===== config.mk =====
export PLATFORM = sky130hd
export DESIGN_NAME = stroke_phase_detector
export DESIGN_NICKNAME = d
export VERILOG_FILES = /design/src/rtl/erg_pkg.sv /design/src/rtl/sensor_debounce.sv /design/src/rtl/stroke_phase_detector.sv
export SDC_FILE = /design/constraint.sdc
export NUM_CORES = 1
export LEC_CHECK = 0
export ABC_AREA = 1
export CELL_PAD_IN_SITES_DETAIL_PLACEMENT = 1
export CELL_PAD_IN_SITES_GLOBAL_PLACEMENT = 1
export CORE_ASPECT_RATIO = 1.75
export CORE_UTILIZATION = 47
export CTS_CLUSTER_DIAMETER = 60
export DETAILED_ROUTE_END_ITERATION = 8
export HOLD_SLACK_MARGIN = 0.08
export PLACE_DENSITY = 0.89
export SLEW_MARGIN = 40
export SYNTH_ARGS = -nofsm -noshare
export SYNTH_HDL_FRONTEND = slang
export SYNTH_SLANG_ARGS = --single-unit

===== constraint.sdc =====
create_clock -name clock -period 4.5 [get_ports clock]
set_input_delay 1.35 -clock clock [delete_from_list [all_inputs] [get_ports clock]]
set_output_delay 1.35 -clock clock [all_outputs]
set_load 0.005 [all_outputs]

===== src/rtl/erg_pkg.sv =====
// rtl/erg_pkg.sv - shared phase encoding and parameter defaults for the erg stroke detector
package erg_pkg;

  typedef enum logic [1:0] {
    PH_IDLE     = 2'd0,
    PH_DRIVE    = 2'd1,
    PH_RECOVERY = 2'd2
  } phase_e;

  localparam int CNT_W_DEF    = 20;
  localparam int DEBOUNCE_DEF = 4;
  localparam int HYST_DEF     = 2;
  localparam int CONFIRM_DEF  = 2;
  localparam int PULSE_W_DEF  = 8;

endpackage


===== src/rtl/sensor_debounce.sv =====
// rtl/sensor_debounce.sv - 2-flop synchroniser, run-length debouncer and rising-edge tick
module sensor_debounce #(
  parameter int DEBOUNCE = 4
) (
  input  logic clock,
  input  logic reset_n,
  input  logic sensor_in,
  output logic tick
);

  localparam int RW = (DEBOUNCE < 2) ? 1 : $clog2(DEBOUNCE + 1);

  logic          sync1_q, sync2_q;
  logic          level_q, level_d;
  logic          tick_q, tick_d;
  logic [RW-1:0] run_q, run_d;

  // run_q counts consecutive samples that disagree with the accepted level
  always_comb begin
    level_d = level_q;
    tick_d  = 1'b0;
    run_d   = '0;
    if (sync2_q != level_q) begin
      if (run_q == RW'(DEBOUNCE - 1)) begin
        level_d = sync2_q;
        tick_d  = sync2_q;
      end else begin
        run_d = run_q + 1'b1;
      end
    end
  end

  always_ff @(posedge clock or negedge reset_n) begin
    if (!reset_n) begin
      sync1_q <= 1'b0;
      sync2_q <= 1'b0;
      level_q <= 1'b0;
      tick_q  <= 1'b0;
      run_q   <= '0;
    end else begin
      sync1_q <= sensor_in;
      sync2_q <= sync1_q;
      level_q <= level_d;
      tick_q  <= tick_d;
      run_q   <= run_d;
    end
  end

  assign tick = tick_q;

endmodule


===== src/rtl/stroke_phase_detector.sv =====
// rtl/stroke_phase_detector.sv - flywheel period measurement, accel/decel voting and drive/recovery phase FSM
module stroke_phase_detector
  import erg_pkg::*;
#(
  parameter int CNT_W    = CNT_W_DEF,
  parameter int DEBOUNCE = DEBOUNCE_DEF,
  parameter int HYST     = HYST_DEF,
  parameter int CONFIRM  = CONFIRM_DEF,
  parameter int PULSE_W  = PULSE_W_DEF
) (
  input  logic             clock,
  input  logic             reset_n,
  input  logic             sensor_in,
  output logic             start_drive,
  output logic             start_recovery,
  output logic [1:0]       phase,
  output logic [CNT_W-1:0] period,
  output logic             period_valid
);

  localparam int VW = $clog2(CONFIRM + 1);
  localparam int PW = $clog2(PULSE_W + 1);
  localparam logic [CNT_W-1:0] CNT_MAX  = '1;
  localparam logic [CNT_W:0]   HYST_EXT = (CNT_W + 1)'(HYST);

  logic             tick;
  logic [CNT_W-1:0] cnt_q, cnt_d;
  logic [CNT_W-1:0] period_q, period_d;
  logic             pv_q, pv_d;
  logic [CNT_W-1:0] pp_q, pp_d;
  logic             pp_valid_q, pp_valid_d;
  logic [VW-1:0]    vote_cnt_q, vote_cnt_d;
  logic             vote_accel_q, vote_accel_d;
  phase_e           phase_q, phase_d;
  logic             fire_drive_q, fire_drive_d;
  logic             fire_rec_q, fire_rec_d;
  logic [PW-1:0]    pulse_cnt_q, pulse_cnt_d;
  logic             pulse_rec_q, pulse_rec_d;

  logic             sat, accel, decel;
  logic [VW-1:0]    vote_next;
  logic [CNT_W:0]   p_ext, pp_ext;

  sensor_debounce #(.DEBOUNCE(DEBOUNCE)) u_debounce (
    .clock    (clock),
    .reset_n  (reset_n),
    .sensor_in(sensor_in),
    .tick     (tick)
  );

  assign sat    = (cnt_q == CNT_MAX);
  assign p_ext  = {1'b0, cnt_q};
  assign pp_ext = {1'b0, pp_q};
  assign accel  = (p_ext + HYST_EXT) < pp_ext;
  assign decel  = p_ext > (pp_ext + HYST_EXT);

  always_comb begin
    cnt_d        = tick ? '0 : (sat ? cnt_q : cnt_q + 1'b1);
    period_d     = period_q;
    pv_d         = 1'b0;
    pp_d         = pp_q;
    pp_valid_d   = pp_valid_q;
    vote_cnt_d   = vote_cnt_q;
    vote_accel_d = vote_accel_q;
    phase_d      = phase_q;
    fire_drive_d = 1'b0;
    fire_rec_d   = 1'b0;
    vote_next    = '0;

    // Saturation wins over a coincident tick: the stroke is considered lost
    if (sat) begin
      phase_d    = PH_IDLE;
      pp_valid_d = 1'b0;
      vote_cnt_d = '0;
    end else if (tick) begin
      period_d   = cnt_q;
      pv_d       = 1'b1;
      pp_d       = cnt_q;
      pp_valid_d = 1'b1;
      if (pp_valid_q) begin
        if (!accel && !decel) begin
          vote_cnt_d = '0;
        end else begin
          if (vote_cnt_q != '0 && vote_accel_q == accel)
            vote_next = (vote_cnt_q == VW'(CONFIRM)) ? vote_cnt_q : vote_cnt_q + 1'b1;
          else
            vote_next = VW'(1);
          vote_accel_d = accel;
          vote_cnt_d   = vote_next;
          if (vote_next == VW'(CONFIRM)) begin
            case (phase_q)
              PH_IDLE, PH_RECOVERY: if (accel) begin
                phase_d      = PH_DRIVE;
                fire_drive_d = 1'b1;
                vote_cnt_d   = '0;
              end
              PH_DRIVE: if (decel) begin
                phase_d    = PH_RECOVERY;
                fire_rec_d = 1'b1;
                vote_cnt_d = '0;
              end
              default: phase_d = PH_IDLE;
            endcase
          end
        end
      end
    end
  end

  // A fresh transition reloads the pulse timer, cutting any pulse in flight
  always_comb begin
    pulse_cnt_d = pulse_cnt_q;
    pulse_rec_d = pulse_rec_q;
    if (fire_drive_q || fire_rec_q) begin
      pulse_cnt_d = PW'(PULSE_W);
      pulse_rec_d = fire_rec_q;
    end else if (pulse_cnt_q != '0) begin
      pulse_cnt_d = pulse_cnt_q - 1'b1;
    end
  end

  always_ff @(posedge clock or negedge reset_n) begin
    if (!reset_n) begin
      cnt_q        <= '0;
      period_q     <= '0;
      pv_q         <= 1'b0;
      pp_q         <= '0;
      pp_valid_q   <= 1'b0;
      vote_cnt_q   <= '0;
      vote_accel_q <= 1'b0;
      phase_q      <= PH_IDLE;
      fire_drive_q <= 1'b0;
      fire_rec_q   <= 1'b0;
      pulse_cnt_q  <= '0;
      pulse_rec_q  <= 1'b0;
    end else begin
      cnt_q        <= cnt_d;
      period_q     <= period_d;
      pv_q         <= pv_d;
      pp_q         <= pp_d;
      pp_valid_q   <= pp_valid_d;
      vote_cnt_q   <= vote_cnt_d;
      vote_accel_q <= vote_accel_d;
      phase_q      <= phase_d;
      fire_drive_q <= fire_drive_d;
      fire_rec_q   <= fire_rec_d;
      pulse_cnt_q  <= pulse_cnt_d;
      pulse_rec_q  <= pulse_rec_d;
    end
  end

  assign start_drive    = (pulse_cnt_q != '0) && !pulse_rec_q;
  assign start_recovery = (pulse_cnt_q != '0) &&  pulse_rec_q;
  assign phase          = phase_q;
  assign period         = period_q;
  assign period_valid   = pv_q;

endmodule

; ---- After elaboration in Yosys (flattened, before gate mapping)
; Cells that the tools add are included.
[totals]
regBits = 61
latchBits = 0
mem_bits_rw = 0
mem_bits_ro = 0
input_bits = 3
out_inout_bits = 25
wordCells = 107
n_memories = 0
[classes]
add_sub_neg = 6
multipliers = 0
div = 0
order_cmp = 2
eq_ne = 12
shift = 0
mux = 48
n_bitwise = 2
n_reduce_logical = 21
[ops]
columns = op, count
row1 = $add A20 B2 Y21 const B, 2
row2 = $mux W2, 20
row3 = $mux W20, 2
row4 = $gt A20 B21 Y1, 1
row5 = $lt A21 B20 Y1, 1
row6 = $add A20 B1 Y20 const B, 1
row7 = $eq A20 B20 Y1 const B, 1
row8 = $mux W1, 20
row9 = $reduce_bool A2 Y1, 5
row10 = $mux W4, 2
row11 = $pmux W2 S2, 2
row12 = $eq A2 B2 Y1 const B, 3
row13 = $mux W3, 2
row14 = $ne A3 B3 Y1 const B, 2
row15 = $reduce_and A2 Y1, 3
row16 = $reduce_and A6 Y1, 1
row17 = $logic_and A1 B1 Y1, 4
row18 = $reduce_and A4 Y1, 1
row19 = $reduce_bool A4 Y1, 1
row20 = $sub A4 B1 Y4 const B, 1
row21 = $add A3 B1 Y3 const B, 1
row22 = $eq A3 B2 Y1 const B, 1
row23 = $logic_not A1 Y1, 3
row24 = $add A2 B1 Y2 const B, 1
row25 = other kinds (9), 10

; ---- Longest topological paths before layout
; Gate-level depths: netlist of the first run.
[depth]
ltp_word = 16
mapped_depth = 23
depth_no_buf = 23

; ---- Modules after synthesis
; Synthesis of the first run repeated with hierarchy kept, for this count alone.
[hier_totals]
hier_cells = 582
hier_area_um2 = 4540.6
[by_module_without_submodules]
columns = mod, instances, cells_each, area_each_um2, seq_area_each_um2
row1 = stroke_phase_detector, 1, 555, 4275.4, 1351.3
row2 = sensor_debounce, 1, 27, 265.3, 175.2

; ---- Worst setup path after synthesis of the first run
; No wires, ideal clock.
[synth_path]
kind = flip-flop to flip-flop
from = register pp_q[1]
to = register vote_cnt_q[0]
setup_ns = 0.130
t_arrival_ns = 2.659
t_required_ns = 4.370
slack_ns = 1.711
stages_incl_launch_ff = 21
n_path_buf = 0
period_less_slack_ns = 2.789
path_cell_list = dfrtp_1 > ha_1 > nand2_1 > nor2_2 > nand3_2 > nor3_4 > nand2_2 > nor3_4 > nand4_2 > nor3_2 > xor2_1 > ha_1 > nand3_1 > nor3_1 > nand4_1 > nand2_1 > inv_1 > nand2_1 > nand2_1 > nand3_1 > o21ai_0
[synth_via]
elab_chain_cells = 15
elab_cells_between_ends = 22
cone_classes = 1 x add/sub / 2 x order compare / 2 x eq/ne / 13 x mux / 4 x reduce/logical
[synth_lines]
columns = item, line
row1 = start: declaration, stroke_phase_detector.sv:30  ; logic [CNT_W-1:0] pp_q, pp_d;
row2 = start signal: assignment, stroke_phase_detector.sv:140  ; pp_q <= pp_d;
row3 = branches (longest 11 deep; another with $add A20 B2 Y21), --
row4 = $mux W2 (*), stroke_phase_detector.sv:81  ; if (!accel && !decel) begin
row5 = $mux W2 (*), stroke_phase_detector.sv:80  ; if (pp_valid_q) begin
row6 = $mux W2 (*), stroke_phase_detector.sv:75  ; end else if (tick) begin
row7 = $mux W2 (*), stroke_phase_detector.sv:71  ; if (sat) begin
row8 = end signal: assignment, stroke_phase_detector.sv:142  ; vote_cnt_q <= vote_cnt_d;
row9 = end: declaration, stroke_phase_detector.sv:32  ; logic [VW-1:0] vote_cnt_q, vote_cnt_d;
; Mark *: on every way between the ends. The select of a mux whose other input is x is not followed.
; A chain may end at the register's enable or synchronous reset.

; ---- Worst setup path after layout of the first run
; Ends and elaborated chain as after synthesis.

==> results.json, run 1 <==
{
  "ctsResizeCount": 0,
  "grt_pass1_vias": 4576,
  "ant_nets": 0,
  "rsz0062_at_grt": "no",
  "cts-root-buf": "clkbuf_16",
  "ys_ff_latch": 61,
  "dieHeight_um": 130,
  "clockBufferDepth": 2,
  "status": "complete, no violations",
  "numPortBuffers": 27,
  "grt-ovfl-total": 0,
  "min_to": "u_debounce.sync2_q",
  "worstReg2RegStart": "pp_q[1]",
  "grt_max_degree": 39,
  "hold_viol_final": 0,
  "clkSinkCount": 61,
  "yosys_warnings": 0,
  "layout_commonest_cell": "nand2_1",
  "grt_util_met2_pct": 59.7,
  "fin_crit_sh_pct": 89.2,
  "worstRegToRegCells": 20,
  "antenna_found_initial": 0,
  "stdcell_count": 731,
  "syn_nets": 619,
  "maxSlewViolCount": 0,
  "synth_edf_count": 0,
  "r2r-end": "vote_cnt_q[0]",
  "cts.htree.levels": 3,
  "max-cap-violations": 0,
  "rows": 46,
  "via_per_inst": 5.66,
  "antenna_cells": 0,
  "regArea_um2": 1530,
  "grt_usage_pct": 32.2,
  "min_path_cells": 0,
  "core-area_um2": 9040,
  "critPathKind": "flip-flop to flip-flop",
  "use_met1_pct": 29.8,
  "routed_wirelength_um": 14200,
  "vias": 4139,
  "dp_hpwl_um": 10500,
  "postCtsSetupBuffers": 0,
  "nNetsFinal": 655,
  "first_pass_iters": 4,
  "startpoint_type": "flip-flop",
  "p_leak_nw": 2.63,
  "syn-cell-area_um2": 4380,
  "routabilityCongestion": 0.943,
  "synthArstFlopShare_pct": 100,
  "initial_core_util_pct": 48.5,
  "vdd_drop_max_mv": 0.373,
  "insertion_delay_ns": 0.34,
  "cts_tree": "done",
  "worstPathMaxFanout": 4,
  "final_cell_mix": "118 x nand2_1, 87 x inv_1, 61 x dfrtp_1, 47 x nor2_1, 46 x ha_1",
  "hold_slack_ns": 0.347,
  "hold_class": "flip-flop to flip-flop",
  "dp.cells": 715,
  "multiInputGateArea_um2": 2460,
  "die_x_um": 75.0,
  "crit_path_end_kind": "flip-flop",
  "setup_violations": 0,
  "synthCells": 570,
  "fin_tns_setup_ns": 0,
  "arrival_ns": 4.21,
  "fmax_mhz": 249,
  "syn_avg_cell_area_um2": 7.69,
  "fillCellCount": 1154,
  "ios": 28,
  "top_usage_layer": "met2",
  "required_ns": 4.70,
  "hold_buffers": 0,
  "drc": 0,
  "worstHoldStart": "u_debounce.sync1_q",
  "max_slew_margin_pct": 62.8,
  "clk_pin_slew_ns": 0.05,
  "synth_cell_type_count": 36,
  "post-route-min-period_ns": 4.01,
  "power_density_nw_per_um2": 547,
  "ys_seq_area_share_pct": 34.8,
  "drt-initial-drc-count": 159,
  "ff2ff_setup_slack_ns": 0.49,
  "skew_ns": 0.00550,
  "dieArea_um2": 9730,
  "cts_made_buffers": 9,
  "ys.flop_type": "dfrtp_1",
  "drive_above_1_share_pct": 9.33,
  "syn_to_final_growth_pct": 17.4,
  "worst_slew_pin_slew_ns": 0.558,
  "grt_pass1_wl_um": 22800,
  "grt_use_met3_pct": 5.95,
  "routedWlPerCell_um": 19.4
}
-- cell families after synthesis --
kind of cell,after synthesis,share of synthesized area (%)
simple gates,247,26.4
fa+ha+maj,46,13.1
compound gates,80,9.74
buf+inv,101,8.91
flops,61,34.8
xor+xnor,35,7.00
-- worst max path at each step --
stage / start / end / slack (ns) / depth (start not counted)
global route: pp_q[1] / vote_accel_q / 0.16 / 20
detailed placement: pp_q[1] / vote_cnt_q[0] / 0.83 / 20
global placement: pp_q[1] / vote_cnt_q[0] / 0.85 / 20
finish: pp_q[1] / vote_cnt_q[0] / 0.49 / 20
CTS: pp_q[1] / vote_cnt_q[0] / 0.62 / 20
floorplan: pp_q[1] / vote_cnt_q[0] / 1.71 / 20
-- stage by stage --
step           instance area (um2)  worst slack [ns]  util (%)  total power, W
3_5_place_dp                  4800             0.826      53.1         0.00194
6_report                      5140             0.488      56.9         0.00281
2_1_floorplan                 4380              1.71         -         0.00155
3_3_place_gp                  4800             0.855      53.1         0.00187
4_1_cts                       5140             0.625      56.9         0.00280
5_1_grt                       5140             0.159      56.9         0.00301
-- cell type report --
| cell class | count | share of cell area, % |
|---|---|---|
| clock buffers | 12 | 4.79 |
| repair buffers | 32 | 5.94 |
| multi-input cells | 408 | 47.9 |
| inverters | 94 | 6.91 |
| clock inverters | 4 | 1.85 |
| well taps | 120 | 2.92 |
| flip-flops and latches | 61 | 29.7 |
-- power breakdown --
part           switching, W  internal (W)  total, W
combinational      0.000767      0.000434   0.00120
clock              0.000259      0.000556  0.000814
sequential         0.000140      0.000656  0.000796
-- synthesized netlist by cell type (4+ instances only) --
library cell  number  area share [%]
a21oi_1           31             3.5
buf_2              4            0.46
dfrtp_1           61              35
ha_1              46              13
inv_1             87             7.5
inv_2              6            0.51
nand2_1          118              10
nand2_2            7             1.0
nand3_1           26             3.0
nand3_2            4            0.91
nand4_1            9             1.3
nor2_1            47             4.0
nor2_2             7             1.0
nor2_4             4             1.0
nor3_1            14             1.6
o21ai_0           27             3.1
o21ai_1           12             1.4
xnor2_1            5             1.0
xor2_1            30             6.0
-- routing by layer --
layer | vias to the layer above | share of wire, % | wire, um
li1 | 1900 | - | -
met1 | 2045 | 34 | 4830
met2 | 120 | 55 | 7880
met3 | 74 | 3.2 | 453
met4 | 0 | 7.3 | 1040
met5 | - | 0 | 0
-- state kept, by name, summed over array words and instances (netlist names), 2 cells and up --
| register | flops |
|---|---|
| cnt_q | 20 |
| phase | 2 |
| pulse_cnt_q | 4 |
| vote_cnt_q | 2 |
| pp_q | 20 |
| u_debounce.run_q | 3 |
-- critical path: stages (launching register included) --
cell and delay [ns]:
dfrtp_1 0.40, ha_1 0.22, nand2_1 0.08, nor2_2 0.16
nand3_2 0.14, nor3_4 0.18, nand2_2 0.11, nor3_4 0.26
nand4_2 0.19, nor3_2 0.19, xor2_1 0.11, ha_1 0.31
nand3_1 0.12, nor3_1 0.35, nand4_1 0.21, nand2_1 0.11
inv_1 0.07, nand2_1 0.13, nand2_1 0.25, nand3_1 0.18
o21ai_0 0.10
(Power assumes the default switching activity.)
==> run 2: changes to the inputs <==
==> constraint.sdc (replaced) <==
create_clock -name clock -period 4.5 [get_ports clock]
set_input_delay 1.35 -clock clock [delete_from_list [all_inputs] [get_ports clock]]
set_output_delay 1.35 -clock clock [all_outputs]
set_load 0.02 [all_outputs]
==> results of run 2 <==
Same layout as run 1 (identical final DEF). Status: complete, no violations.
Among the figures that moved: total power 0.00281 W -> 0.00285 W
